$ cat src/rtl/apb3_decoder_tmo.sv
// APB3 one-to-NS address decoder with decode-error completion,
// per-transfer wait-state watchdog and sticky error status.
module apb3_decoder_tmo #(
  parameter int              DW     = 32,
  parameter int              AW     = 32,
  parameter int              NS     = 4,
  parameter int              SLV_AW = 12,
  parameter logic [AW-1:0]   BASE   = 32'h4000_0000,
  parameter int              TMO    = 255,
  localparam int             IW     = (NS > 1) ? $clog2(NS) : 1,
  localparam int             CW     = $clog2(TMO + 2)
) (
  input  logic             clk,
  input  logic             rst,
  input  logic             m_psel,
  input  logic             m_penable,
  input  logic             m_pwrite,
  input  logic [AW-1:0]    m_paddr,
  input  logic [DW-1:0]    m_pwdata,
  output logic [DW-1:0]    m_prdata,
  output logic             m_pready,
  output logic             m_pslverr,
  output logic [NS-1:0]    s_psel,
  output logic             s_penable,
  output logic             s_pwrite,
  output logic [AW-1:0]    s_paddr,
  output logic [DW-1:0]    s_pwdata,
  input  logic [NS*DW-1:0] s_prdata,
  input  logic [NS-1:0]    s_pready,
  input  logic [NS-1:0]    s_pslverr,
  output logic [15:0]      err_cnt,
  output logic             tmo_flag,
  output logic [IW-1:0]    tmo_idx,
  input  logic             err_clr
);

  localparam int            TB     = SLV_AW + IW;
  localparam logic [CW-1:0] TMO_C  = CW'(TMO);
  localparam bit            TMO_EN = (TMO != 0);

  typedef enum logic [1:0] {
    IDLE,
    SETUP,
    ACCESS
  } state_e;

  state_e        state_q, state_d;
  logic [CW-1:0] cnt_q, cnt_d;
  logic [15:0]   err_cnt_q, err_cnt_d;
  logic          tmo_flag_q, tmo_flag_d;
  logic [IW-1:0] tmo_idx_q, tmo_idx_d;

  logic [IW-1:0] idx;
  logic          tag_ok;
  logic          idx_ok;
  logic          hit;
  logic          access;
  logic          abort;
  logic          complete;
  logic          sel_ready;
  logic          sel_err;
  logic [DW-1:0] sel_rdata;
  logic [CW-1:0] cnt_cur;

  assign tag_ok = (m_paddr[AW-1:TB] == BASE[AW-1:TB]);
  assign idx    = m_paddr[SLV_AW +: IW];

  // Window index beyond NS (non power-of-2 NS) leaves idx_ok low.
  always_comb begin
    idx_ok    = 1'b0;
    sel_ready = 1'b0;
    sel_err   = 1'b0;
    sel_rdata = '0;
    for (int i = 0; i < NS; i++) begin
      if (idx == IW'(i)) begin
        idx_ok    = 1'b1;
        sel_ready = s_pready[i];
        sel_err   = s_pslverr[i];
        sel_rdata = s_prdata[i*DW +: DW];
      end
    end
  end

  assign hit    = tag_ok & idx_ok;
  assign access = ~rst & m_psel & m_penable;

  // The wait counter only carries over between consecutive ACCESS cycles.
  assign cnt_cur = (state_q == ACCESS) ? cnt_q : '0;

  assign abort = access & hit & TMO_EN &
                 (cnt_cur == TMO_C) & ~sel_ready;

  always_comb begin
    s_psel    = '0;
    s_penable = 1'b0;
    s_pwrite  = 1'b0;
    s_paddr   = '0;
    s_pwdata  = '0;
    if (!rst) begin
      s_penable = m_penable;
      s_pwrite  = m_pwrite;
      s_paddr   = m_paddr;
      s_pwdata  = m_pwdata;
      for (int i = 0; i < NS; i++) begin
        s_psel[i] = m_psel & hit & (idx == IW'(i)) & ~abort;
      end
    end
  end

  always_comb begin
    m_pready  = 1'b0;
    m_pslverr = 1'b0;
    m_prdata  = '0;
    if (access) begin
      if (!hit || abort) begin
        m_pready  = 1'b1;
        m_pslverr = 1'b1;
      end else begin
        m_pready  = sel_ready;
        m_pslverr = sel_err;
        m_prdata  = sel_rdata;
      end
    end
  end

  assign complete = access & m_pready;

  always_comb begin
    state_d = IDLE;
    cnt_d   = '0;
    if (!m_psel) begin
      state_d = IDLE;
    end else if (!m_penable) begin
      state_d = SETUP;
    end else begin
      state_d = ACCESS;
    end
    if (access && !complete && (cnt_cur < TMO_C)) begin
      cnt_d = cnt_cur + 1'b1;
    end
  end

  // Clear wins over a same-cycle error count or timeout capture.
  always_comb begin
    err_cnt_d  = err_cnt_q;
    tmo_flag_d = tmo_flag_q;
    tmo_idx_d  = tmo_idx_q;
    if (err_clr) begin
      err_cnt_d  = '0;
      tmo_flag_d = 1'b0;
      tmo_idx_d  = '0;
    end else begin
      if (complete && m_pslverr && (err_cnt_q != 16'hFFFF)) begin
        err_cnt_d = err_cnt_q + 16'd1;
      end
      if (abort) begin
        tmo_flag_d = 1'b1;
        tmo_idx_d  = idx;
      end
    end
  end

  always_ff @(posedge clk or posedge rst) begin
    if (rst) begin
      state_q    <= IDLE;
      cnt_q      <= '0;
      err_cnt_q  <= '0;
      tmo_flag_q <= 1'b0;
      tmo_idx_q  <= '0;
    end else begin
      state_q    <= state_d;
      cnt_q      <= cnt_d;
      err_cnt_q  <= err_cnt_d;
      tmo_flag_q <= tmo_flag_d;
      tmo_idx_q  <= tmo_idx_d;
    end
  end

  assign err_cnt  = err_cnt_q;
  assign tmo_flag = tmo_flag_q;
  assign tmo_idx  = tmo_idx_q;

endmodule
$ cat config.mk
export PLATFORM = sky130hd
export DESIGN_NAME = apb3_decoder_tmo
export DESIGN_NICKNAME = d
export VERILOG_FILES = /design/src/rtl/apb3_decoder_tmo.sv
export SDC_FILE = /design/constraint.sdc
export NUM_CORES = 1
export LEC_CHECK = 0
export CORE_AREA = 5 5 123 125
export CTS_CLUSTER_DIAMETER = 50
export DETAILED_ROUTE_END_ITERATION = 16
export DIE_AREA = 0 0 128 130
export DONT_BUFFER_PORTS = 1
export HOLD_SLACK_MARGIN = 0.06
export SYNTH_ARGS = -nofsm -noshare
export SYNTH_HDL_FRONTEND = slang
export SYNTH_SLANG_ARGS = --single-unit
$ cat constraint.sdc
create_clock -name clk -period 5.68 [get_ports clk]
set_clock_uncertainty 0.1 [all_clocks]
set_input_delay 0.568 -clock clk [delete_from_list [all_inputs] [get_ports clk]]
set_output_delay 0.568 -clock clk [all_outputs]
set_load 0.02 [all_outputs]
==> flow_metrics.tcl, run 1 <==
set metrics [dict create \
    outcome "complete, no violations" \
    antenna_found_initial 3 \
    period_needed_ns 4.05 \
    final_cell_mix "101 x nor2b_1, 34 x mux4_2, 30 x dfrtp_1, 28 x nor2_1, 16 x nand2_1" \
    fin_crit_sh_pct 71.3 \
    grt_pass1_wl_mm 18.2 \
    clk_latency_ns 0.27 \
    synth_ff_type "dfrtp_1" \
    startpoint "state_q[0]" \
    synthesis.area_mm2 0.00318 \
    areaGrowthSynthToFinish_pct 9.72 \
    async_flop_share_pct 100 \
    crit_chain "nor2b_1 > and2_1 > ha_1 > nand2_1 > nor4_1 > ha_1 > nand3b_1 > nand3_1 > nor2b_1" \
    slew_viol_final 0 \
    maxCapViolCount 0 \
    synth_seq_cells 30 \
    p_leak_nw 1.14 \
    reg2regPathDepth 10 \
    clkTransAtPathRegs_ns 0.05 \
    top_usage_layer "met2" \
    synth.net_count 550 \
    cp-end-kind "output pin" \
    syn_avg_cell_area_um2 9.32 \
    drive_gt1_share_pct 14.3 \
    yosysWarningCount 0 \
    clock_path_buffers 2 \
    cts_inserted_buffers 5 \
    clock.fmax_ghz 0.247 \
    portBuffers 0 \
    final_common_cell "nor2b_1" \
    routed_via_density 5.44 \
    grt_setup_unrepaired "false" \
    fin_nets 536 \
    cts_setup_buffers 0 \
    cp_slowest_stage_delay_ns 0.88 \
    htree_levels 2 \
    drc 0 \
    hp-class "input port to async pin" \
    finalHoldViolations 0 \
    setup_viol 0 \
    ios 329 \
    critPathLaunchType "flip-flop" \
    critPathKind "flip-flop to output pin" \
    slew_headroom_pct 24.9 \
    drtAntennaViolNets 0 \
    r2r-start "state_q[1]" \
    grt_pass1_vias 2816 \
    grt_max_degree 69 \
    cts_resized 0 \
    reg2reg_to "err_cnt[8]" \
    crit_fanout 32 \
    initial_core_util_pct 23.1 \
    ys_types 41 \
    die_h_um 130 \
    rows 43 \
    wl_mm 13.7 \
    worstMarginPinSlew_ns 1.12 \
    coreArea_mm2 0.0138 \
    cts_tree "yes" \
    power_w 0.000607 \
    drt-pass1-iter-count 4 \
    cts-root-buf "clkbuf_16" \
    ys_seq_area_share_pct 23.6 \
    wire_per_inst_um 26.8 \
    dp_hpwl_mm 11.9 \
    grt_use_met1_pct 16.6 \
    use_met3_pct 5.44 \
    grt_use_met2_pct 25.6 \
    die_x_um 128 \
    finalSetupTns_ns 0 \
    initialDrtViolationCount 58 \
    synth_edf_count 0 \
    syn_inst 341 \
    final_core_util_pct 25.3 \
    hold_buffers 0 \
    cp.arrival_ns 3.38 \
    numClockSinks 30 \
    required_ns 5.01 \
    vias 2778 \
    globalplace.congestion 0.867 \
    overflow 0 \
    die-area_mm2 0.0166 \
    endpoint "m_prdata[22]" \
    p_per_area_mw_per_mm2 174 \
    grt_usage_pct 14.5 \
    worst_path_max_delay_cell "nand3_1" \
    peakVddDrop_uv 112 \
    rrSetupSlack_ns 2.61 \
]
## per-stage QoR
step | hold slack [ns] | setup slack (ns) | cells | instance area, um^2
finish | 0.201 | 1.63 | 511 | 3490
global route | 0.239 | 1.29 | 511 | 3490
CTS | 0.209 | 1.57 | 508 | 3480
detailed placement | 0.460 | 1.67 | 500 | 3330
global placement | 0.438 | 1.80 | 500 | 3330
floorplan | 0.422 | 2.82 | 341 | 3180
## cells in the mapped netlist (2+ instances only)
library cell	count	share of area [%]
a21oi_1	13	2.0
and2_1	3	0.59
and3b_1	2	0.55
and4_1	3	0.83
buf_1	2	0.24
buf_2	6	0.94
clkbuf_1	17	2.0
dfrtp_1	30	24
ha_1	3	1.2
inv_1	7	0.83
mux2_1	2	0.71
mux2i_1	4	1.3
mux4_2	34	24
nand2_1	16	1.9
nand2b_1	3	0.59
nand3_1	8	1.3
nand4_1	6	1.2
nor2_1	28	3.3
nor2b_1	101	20
nor3_1	3	0.47
nor4_1	8	1.6
o31ai_1	9	2.1
o41ai_1	2	0.55
or3_1	2	0.39
or4_1	9	2.1
or4b_1	3	0.94
xnor2_1	2	0.55
xor2_1	2	0.55
## sequential cells by signal (all words and copies together) (netlist names)
signal,count
err_cnt,16
cnt_q,9
state_q,2
tmo_idx,2
tmo_flag,1
## cell type report
type | instances | area [um^2]
Timing Repair Buffer | 4 | 30.0
Inverter | 7 | 26.3
Tap cell | 180 | 225
Multi-Input combinational cell | 279 | 2300
Sequential cell | 30 | 751
Clock buffer | 7 | 143
Fill cell | 1496 | 10300
Clock inverter | 1 | 5.00
Antenna cell | 3 | 7.51
## how the worst min path moves through the flow
| stage | endpoint |
|---|---|
| 6_report | cnt_q[1] |
| 5_1_grt | err_cnt[3] |
| 4_1_cts | err_cnt[3] |
| 3_5_place_dp | cnt_q[6] |
| 3_3_place_gp | cnt_q[6] |
| 2_1_floorplan | cnt_q[0] |
## where the power goes
part / internal, W / switching, W
Sequential: 0.000215 / 0.00000161
Clock: 0.000173 / 0.0000909
Combinational: 0.0000616 / 0.0000645
Total: 0.000450 / 0.000157
## logic make-up (layout without fill, tap and decap cells)
family | count (synthesis) | in the layout | synth area share (%)
buffers and inverters | 32 | 19 | 4.02
xor gates and xnor gates | 4 | 4 | 1.10
muxes | 40 | 40 | 26.1
adders and majority gates | 3 | 3 | 1.18
other | 0 | 3 | 0
AOI/OAI and AO/OA | 31 | 31 | 6.22
DFF | 30 | 30 | 23.6
and+or+nand+nor | 201 | 201 | 37.8
## critical path: cells and delay by family, from the launching register on
kind / cells / cell delay (ns)
flip-flops: 1 / 0.37
AND/OR/NAND/NOR: 7 / 2.25
adder cells (fa/ha/maj): 2 / 0.48
## layer usage
metal  up-vias  part of all wire, %
met5         -                    0
met4         0                 0.84
met3         8                   10
met2       184                   53
met1      1367                   36
li1       1219                    -
Power figures use the tool's default switching activity.
==> run 2, diff against run 1 <==
clock period = 3.53 ns   (was 5.68 ns; I/O delays follow)
==> run 2 against run 1 <==
  * Register-to-register slack worse by 2.0 ns
  * Non-clock buffer count up 36
  * Largest cell class unchanged
  * Critical path type unchanged
  * Setup slack worse by 1.4 ns
  * Count of clock-buffer cells in the layout unchanged
  * Sequential power up 61%
  * Core utilization up 2.1 points
  * First-iteration DRC count up 140%
  * Routed wire length up 1.0%
  * Sequential cell count unchanged
  * Clock power up 62%
  * Critical endpoint is now s_psel[1]
  * Die area unchanged
  * Final cell count up 7.6%
==> flow_metrics.tcl, run 2 (synthesized netlist as in run 1, its figures left out) <==
set metrics [dict create \
    die_h_um 130 \
    period_needed_ns 3.27 \
    initial_core_util_pct 23.1 \
    clk_latency_ns 0.28 \
    multi_input_area_mm2 0.00230 \
    outcome "complete, no violations" \
    clock.fmax_ghz 0.306 \
    areaGrowthSynthToFinish_pct 19.0 \
    cp.arrival_ns 2.82 \
    clkTransAtPathRegs_ns 0.05 \
    worstMarginPinSlew_ns 0.836 \
    fin_nets 572 \
    globalplace.congestion 0.839 \
    overflow 0 \
    coreArea_mm2 0.0138 \
    pre_cts_slack_ns 0.420 \
    grt_usage_pct 14.7 \
    critPathKind "flip-flop to output pin" \
    maxCapViolCount 0 \
    htree_levels 2 \
    whs_ns 0.106 \
    cts-root-buf "clkbuf_16" \
    grt_setup_unrepaired "false" \
    p_leak_nw 1.34 \
    fin_crit_sh_pct 92.6 \
    rows 43 \
    die-area_mm2 0.0166 \
    wl_mm 13.8 \
    initialDrtViolationCount 139 \
    fin_ws_ns 0.260 \
    final_cell_area_mm2 0.00378 \
    grt_max_degree 69 \
    wire_per_inst_um 25.1 \
    reg2regPathDepth 10 \
    cts_inserted_buffers 5 \
    peakVddDrop_uv 293 \
    p_per_area_mw_per_mm2 260 \
    cp-end-kind "output pin" \
    final_cell_mix "100 x nor2b_1, 36 x buf_4, 34 x mux4_2, 30 x dfrtp_1, 27 x nor2_1" \
    drive_gt1_share_pct 22.5 \
    portBuffers 0 \
    slew_viol_final 0 \
    finalSetupTns_ns 0 \
    slew_headroom_pct 44.0 \
    routed_via_density 5.26 \
    grt_pass1_wl_mm 18.4 \
    clock_path_buffers 2 \
    dp.cells 533 \
    antenna_found_initial 5 \
    ios 329 \
    place_area_mm2 0.00358 \
    area.sequential_um2 751 \
    holdPathStages 1 \
    min_from "m_psel" \
    setup_viol 0 \
    hp-class "input port to flip-flop" \
    r2r-start "state_q[1]" \
    crit_fanout 7 \
    holdPathEnd "state_q[1]" \
    required_ns 3.08 \
    drt-pass1-iter-count 4 \
    stdcell_count 550 \
    drc 0 \
    critPathLaunchType "flip-flop" \
    numClockSinks 30 \
    vias 2895 \
    finalHoldViolations 0 \
    drtAntennaViolNets 0 \
    rrSetupSlack_ns 0.58 \
    reg2reg_to "err_cnt[8]" \
    cts_setup_buffers 0 \
    dp_hpwl_mm 11.8 \
    cts_tree "yes" \
    die_x_um 128 \
    largest_reg_flops 16 \
    grt_pass1_vias 2884 \
    final_common_cell "nor2b_1" \
    fillers 1474 \
]
-- run 2: changes by cell type in the layout (fill, tap and decap cells not counted), sizes merged --
cell / previous run / this run
buf: 4 / 37
diode: 3 / 6
dlygate4sd3: 0 / 3
-- run 2: area by class of cell --
cell class	count	share of cell area (%)
Timing Repair Buffer	40	8.24
Clock inverter	1	0.132
Sequential cell	30	19.9
Tap cell	180	5.96
Multi-Input combinational cell	279	61.0
Inverter	7	0.695
Clock buffer	7	3.77
Antenna cell	6	0.397
-- run 2: routing by layer --
metal	track usage, %	vias up	routed length [um]
met5	0	-	0
met4	5.37	0	138
met3	5.12	7	1400
met2	24.4	196	7170
met1	17.7	1400	5100
li1	-	1292	-
-- run 2: how the worst max path moves through the flow --
stage	start	to	slack, ns	cells after the start
floorplan	state_q[0]	m_prdata[10]	0.88	10
global placement	state_q[1]	s_psel[3]	0.42	10
detailed placement	state_q[1]	s_psel[3]	0.42	10
CTS	state_q[1]	s_psel[3]	0.10	10
global route	state_q[1]	s_psel[1]	0.03	10
finish	state_q[1]	s_psel[1]	0.26	10
-- run 2: per-stage QoR --
step | util, % | total power [W]
after CTS | 27.3 | 0.000998
after detailed placement | 26.0 | 0.000559
after global placement | 26.0 | 0.000560
after floorplan | - | 0.000561
final | 27.5 | 0.000984
after global routing | 27.4 | 0.00103
-- run 2: power by group --
group,switching (W),internal [W],total [W]
Clock,0.000148,0.000279,0.000427
Sequential,0.00000260,0.000346,0.000349
Combinational,0.000107,0.000101,0.000208
-- run 2: critical path, cell delays in order (launching register included) --
cell and delay [ns]:
dfrtp_1 0.37, nor2b_2 0.19, and2_1 0.18, ha_1 0.22
nand2_1 0.10, nor4_1 0.06, ha_1 0.23, and3b_1 0.20
nor4_1 0.41, nand2_1 0.21, nor2_1 0.36
-- run 2: what timing repair did --
item / in CTS / in global routing
hold endpoints to repair: 47 / 0
setup endpoints to repair: 0 / 33
hold buffers: 3 / 0
resized for setup: 0 / 3
==> patch 1 (config.mk and constraints of run 1) <==
The parameter `AW` goes from 32 to 64.
--- a/src/rtl/apb3_decoder_tmo.sv
+++ b/src/rtl/apb3_decoder_tmo.sv
@@ -4,3 +4,3 @@
   parameter int              DW     = 32,
-  parameter int              AW     = 32,
+  parameter int              AW     = 64,
   parameter int              NS     = 4,
Ports: changed (resized m_paddr and s_paddr); port bits go from 329 to 393. The function was not compared with the original's and may differ.
==> patch 1 against run 1 <==
  * Worst setup slack got worse by 0.23 ns
  * Synthesized area increased by 7.8%
  * Design area increased by 5.9%
  * Non-clock buffer count decreased by 2
  * Sequential cell count unchanged
  * Critical path depth unchanged
  * Register-to-register slack got worse by 0.05 ns
  * Total power increased by 6.0%
  * Wire length increased by 56%
  * Critical path type unchanged
==> patch 1: results (changes against run 1) <==
placed_design:
  gp_congestion: 0.940  # was 0.867
  place_ws_ns: 1.57  # was 1.67 ns
  dp_hpwl_um: 19000  # was 11900 um
  place_area_um2: 3540  # was 3330 um2
grt:
  grt_pass1_vias: 3293  # was 2816
  grt_max_degree: 102  # was 69
  antenna_found_initial: 27  # was 3
  grt_use_met1: 0.281  # was 0.166
  use_met2: 0.425  # was 0.256
  track_usage: 0.238  # was 0.145
  use_met3: 0.0749  # was 0.0544
logic_synthesis:
  synth_nets: 627  # was 550
  synthCells: 386  # was 341
  ys_types: 43  # was 41
  synth_area_leaders: "nor2b_1 24%, mux4_2 22%, dfrtp_1 22%, a21oi_1 3.1%, or4_1 2.4%"  # was mux4_2 24%, dfrtp_1 24%, nor2b_1 20%, nor2_1 3.3%, o31ai_1 2.1%
  synth_common_cells: "131 x nor2b_1, 34 x mux4_2, 30 x dfrtp_1"  # was 101 x nor2b_1, 34 x mux4_2, 30 x dfrtp_1
  yosysSeqAreaShare: 0.219  # was 0.236
final_layout:
  final_layout_size_suffix_gt1_frac: 0.126  # was 0.143
  buf_share: 0.00407  # was 0.00861
  multi_input_area_um2: 2520  # was 2300 um2
  fin_nets: 606  # was 536
  multi_input_gates: 319  # was 279
  fill_cells: 1520  # was 1496
  n_antenna_cell: 4  # was 3
drt:
  drt_iter0_markers: 310  # was 58
  drt_first_pass_iters: 5  # was 4
  wirelength_um: 21300  # was 13700 um
  wl_met2_um: 11200  # was 7240 um
  vias: 3384  # was 2778
  routed.top_layer: "met5"  # was met4
  viasPerCell: 6.15  # was 5.44
  drt-met1-wl_um: 7610  # was 4930 um
outcome:
  status: "finished clean"  # unchanged
pwr:
  p_per_area_nw_per_um2: 174  # about the same
  p_leak_nw: 1.22  # was 1.14 nW
setup_path:
  worstSetupStartpoint: "state_q[1]$_DFF_PP0_"  # was state_q[0]$_DFF_PP0_
  max_stage_delay_ns: 0.85  # was 0.88 ns
  r2r-start: "state_q[0]$_DFF_PP0_"  # was state_q[1]$_DFF_PP0_
[patch 1: cell count changes in the layout (fill, tap and decap cells not counted), moves of 3 or more]
cell / before / now
nor2b_1: 101 / 131
nor2_1: 28 / 19
a21oi_1: 13 / 21
and3_1: 1 / 8
mux2i_1: 4 / 0
nand3_1: 8 / 12
nor4_1: 8 / 12
o21ai_1: 1 / 4
[patch 1: kinds of logic (layout without fill, tap and decap cells)]
| logic type | Yosys count | count (layout) | share of synthesized area |
|---|---|---|---|
| DFF | 30 | 30 | 0.219 |
| other | 0 | 4 | 0 |
| adders and majority gates | 3 | 3 | 0.0110 |
| AOI/OAI and AO/OA | 41 | 41 | 0.0723 |
| buffers and inverters | 37 | 17 | 0.0453 |
| and+or+nand+nor | 236 | 236 | 0.416 |
| muxes | 34 | 34 | 0.224 |
| xor gates and xnor gates | 5 | 5 | 0.0128 |
[patch 1: worst paths after layout]
check	to	slack, ns	cells past startpoint
min in group clk	err_cnt[2]$_DFFE_PP0P_	0.25	1
worst min register to register	cnt_q[7]$_DFF_PP0_	0.42	2
max in group asynchronous	err_cnt[0]$_DFFE_PP0P_	4.97	2
worst max-delay path	m_prdata[21]	1.40	9
worst min-delay path	tmo_idx[1]$_DFFE_PP0P_	0.22	2
worst max register to register	err_cnt[3]$_DFFE_PP0P_	2.56	11
[patch 1: worst reg2reg max path: cells and delay by family, from the launching register on]
family          cells  cell delay [ns]
simple gates        7             1.92
fa+ha+maj           2             0.38
flops               1             0.36
compound gates      2             0.27
[patch 1: power by group]
group / internal (W) / switching [W] / total, W
clock network: 0.000173 / 0.0000912 / 0.000265
logic: 0.0000669 / 0.0000955 / 0.000162
registers: 0.000215 / 0.00000171 / 0.000217
total: 0.000455 / 0.000188 / 0.000644
==> patch 2 (flow settings as in run 1) <==
Made on the original files. Re-encode `state_e` (3 states) as one-hot, 3 bits wide.
--- a/src/rtl/apb3_decoder_tmo.sv
+++ b/src/rtl/apb3_decoder_tmo.sv
@@ -40,6 +40,6 @@
 
-  typedef enum logic [1:0] {
-    IDLE,
-    SETUP,
-    ACCESS
+  typedef enum logic [2:0] {
+    IDLE   = 3'b001,
+    SETUP  = 3'b010,
+    ACCESS = 3'b100
   } state_e;
Function: same outputs for any inputs over 10 cycles, from zero or initial values and one cycle with rst high; not proved beyond that.
==> patch 2 against run 1 <==
  * Total power fell by 2.1%
  * Worst setup slack gained 0.63 ns
  * Fmax is 19% higher
  * Sequential cell count grew 1
  * Design area is essentially flat
  * Wire length down 3.2%
  * Count of clock-buffer cells in the layout is 1 lower
  * Sequential share of layout area increased by 0.77 points
  * Clock power shrank 8.7%
  * Synthesized area rose by 1.7%
  * Register-to-register slack improved by 0.11 ns
  * Critical endpoint is now s_psel[0]
==> patch 2: results (changes against run 1) <==
final_layout:
  final_layout_size_suffix_gt1_frac: 0.158  # was 0.143
  fin_nets: 533  # was 536
grt:
  use_met2: 0.251  # was 0.256
  use_met3: 0.0397  # was 0.0544
  grt_pass1_wl_um: 17800  # was 18200 um
  grt_use_met1: 0.163  # was 0.166
  grt_pass1_vias: 2913  # was 2816
  track_usage: 0.140  # was 0.145
logic_synthesis:
  synth-xor-area-share: 0.0163  # was 0.0110
  synth_area_leaders: "mux4_2 24%, dfrtp_1 23%, nor2b_1 20%, nor2_1 2.7%, or4_1 2.3%"  # was mux4_2 24%, dfrtp_1 24%, nor2b_1 20%, nor2_1 3.3%, o31ai_1 2.1%
  synth-compound-area-share: 0.0666  # was 0.0622
  synthMuxAreaShare: 0.256  # was 0.261
  synthAdderAreaFrac: 0.0116  # was 0.0118
  ys_types: 40  # was 41
  synth_common_cells: "101 x nor2b_1, 34 x mux4_2, 30 x dfrtp_1"  # unchanged
  yosysSeqAreaShare: 0.241  # was 0.236
  avgSynthCellArea_um2: 9.53  # was 9.32 um2
  async_flop_share: 1.00  # unchanged
  synth_nets: 548  # was 550
placed_design:
  placed_cells: 497  # was 500
  gp_congestion: 0.834  # was 0.867
  place_ws_ns: 2.52  # was 1.67 ns
  dp_hpwl_um: 11400  # was 11900 um
  place_area_um2: 3350  # was 3330 um2
outcome:
  status: "finished clean"  # unchanged
drt:
  vias: 2813  # was 2778
  routed.top_layer: "met5"  # was met4
  drt_iter0_markers: 114  # was 58
  drt-met1-wl_um: 4570  # was 4930 um
  wirelength_um: 13200  # was 13700 um
  drt_first_pass_iters: 4  # unchanged
  wl_per_cell_um: 26.3  # was 26.8 um
  wl_met3_um: 1290  # was 1390 um
  wl_met2_um: 7040  # was 7240 um
setup_path:
  arrival_ns: 2.75  # was 3.38 ns
  cp_slowest_cell: "nor3_1"  # was nand3_1
  rrSetupSlack_ns: 2.72  # was 2.61 ns
  cp_max_fo: 4  # was 32
  max_stage_delay_ns: 0.69  # was 0.88 ns
clock_tree:
  post-cts-setup-buffer-count: 0  # unchanged
  post_cts_resized: 0  # unchanged
pwr:
  p_leak_nw: 1.17  # was 1.14 nW
  irDropWorstVdd_mv: 0.175  # was 0.112 mV
sta:
  worstMarginPinSlew_ns: 1.04  # was 1.12 ns
  post-route-period-util: 0.601  # was 0.713
patch 2: changes by cell type after synthesis, moves of 3 or more:
cell     delta
buf_6       +4
nor4_1      -4
nand2_1     -6
or4b_1      -3
nor2_1      -5
buf_1       +3
buf_2       -5
and3_1      +6
xor2_1      +4
nor3_1      +3
nand3_1     +5
patch 2: through the flow:
step           power (W)  hold slack, ns
2_1_floorplan   0.000356           0.417
3_3_place_gp    0.000359           0.398
3_5_place_dp    0.000359           0.417
4_1_cts         0.000601           0.129
5_1_grt         0.000614           0.162
6_report        0.000594           0.130
patch 2: cell families after synthesis:
group | count (synthesis)
mux | 39
xor+xnor | 6
buf+inv | 30
flops | 31
compound gates | 32
fa+ha+maj | 3
simple gates | 198
patch 2: cell type report:
| type | instances | area, um2 |
|---|---|---|
| Inverter | 5 | 18.8 |
| Tap cell | 180 | 225 |
| Clock buffer | 6 | 129 |
| Fill cell | 1501 | 10300 |
| Antenna cell | 1 | 2.50 |
| Sequential cell | 31 | 777 |
| Multi-Input combinational cell | 278 | 2310 |
| Timing Repair Buffer | 3 | 22.5 |
patch 2: final timing paths:
check	end	cells past startpoint	start
max	s_psel[0]	9	state_q[0]$_DFF_PP1_
min	cnt_q[5]$_DFF_PP0_	1	rst
max reg2reg	err_cnt[7]$_DFFE_PP0P_	10	state_q[0]$_DFF_PP1_
min reg2reg	cnt_q[5]$_DFF_PP0_	2	cnt_q[5]$_DFF_PP0_
max in group asynchronous	err_cnt[6]$_DFFE_PP0P_	2	rst
min in group clk	state_q[0]$_DFF_PP1_	1	m_psel
patch 2: report_power, final:
group / internal (W) / total [W] / switching, W
registers: 0.000223 / 0.000225 / 0.00000162
logic: 0.0000604 / 0.000129 / 0.0000681
clock network: 0.000157 / 0.000241 / 0.0000844
total: 0.000440 / 0.000594 / 0.000154
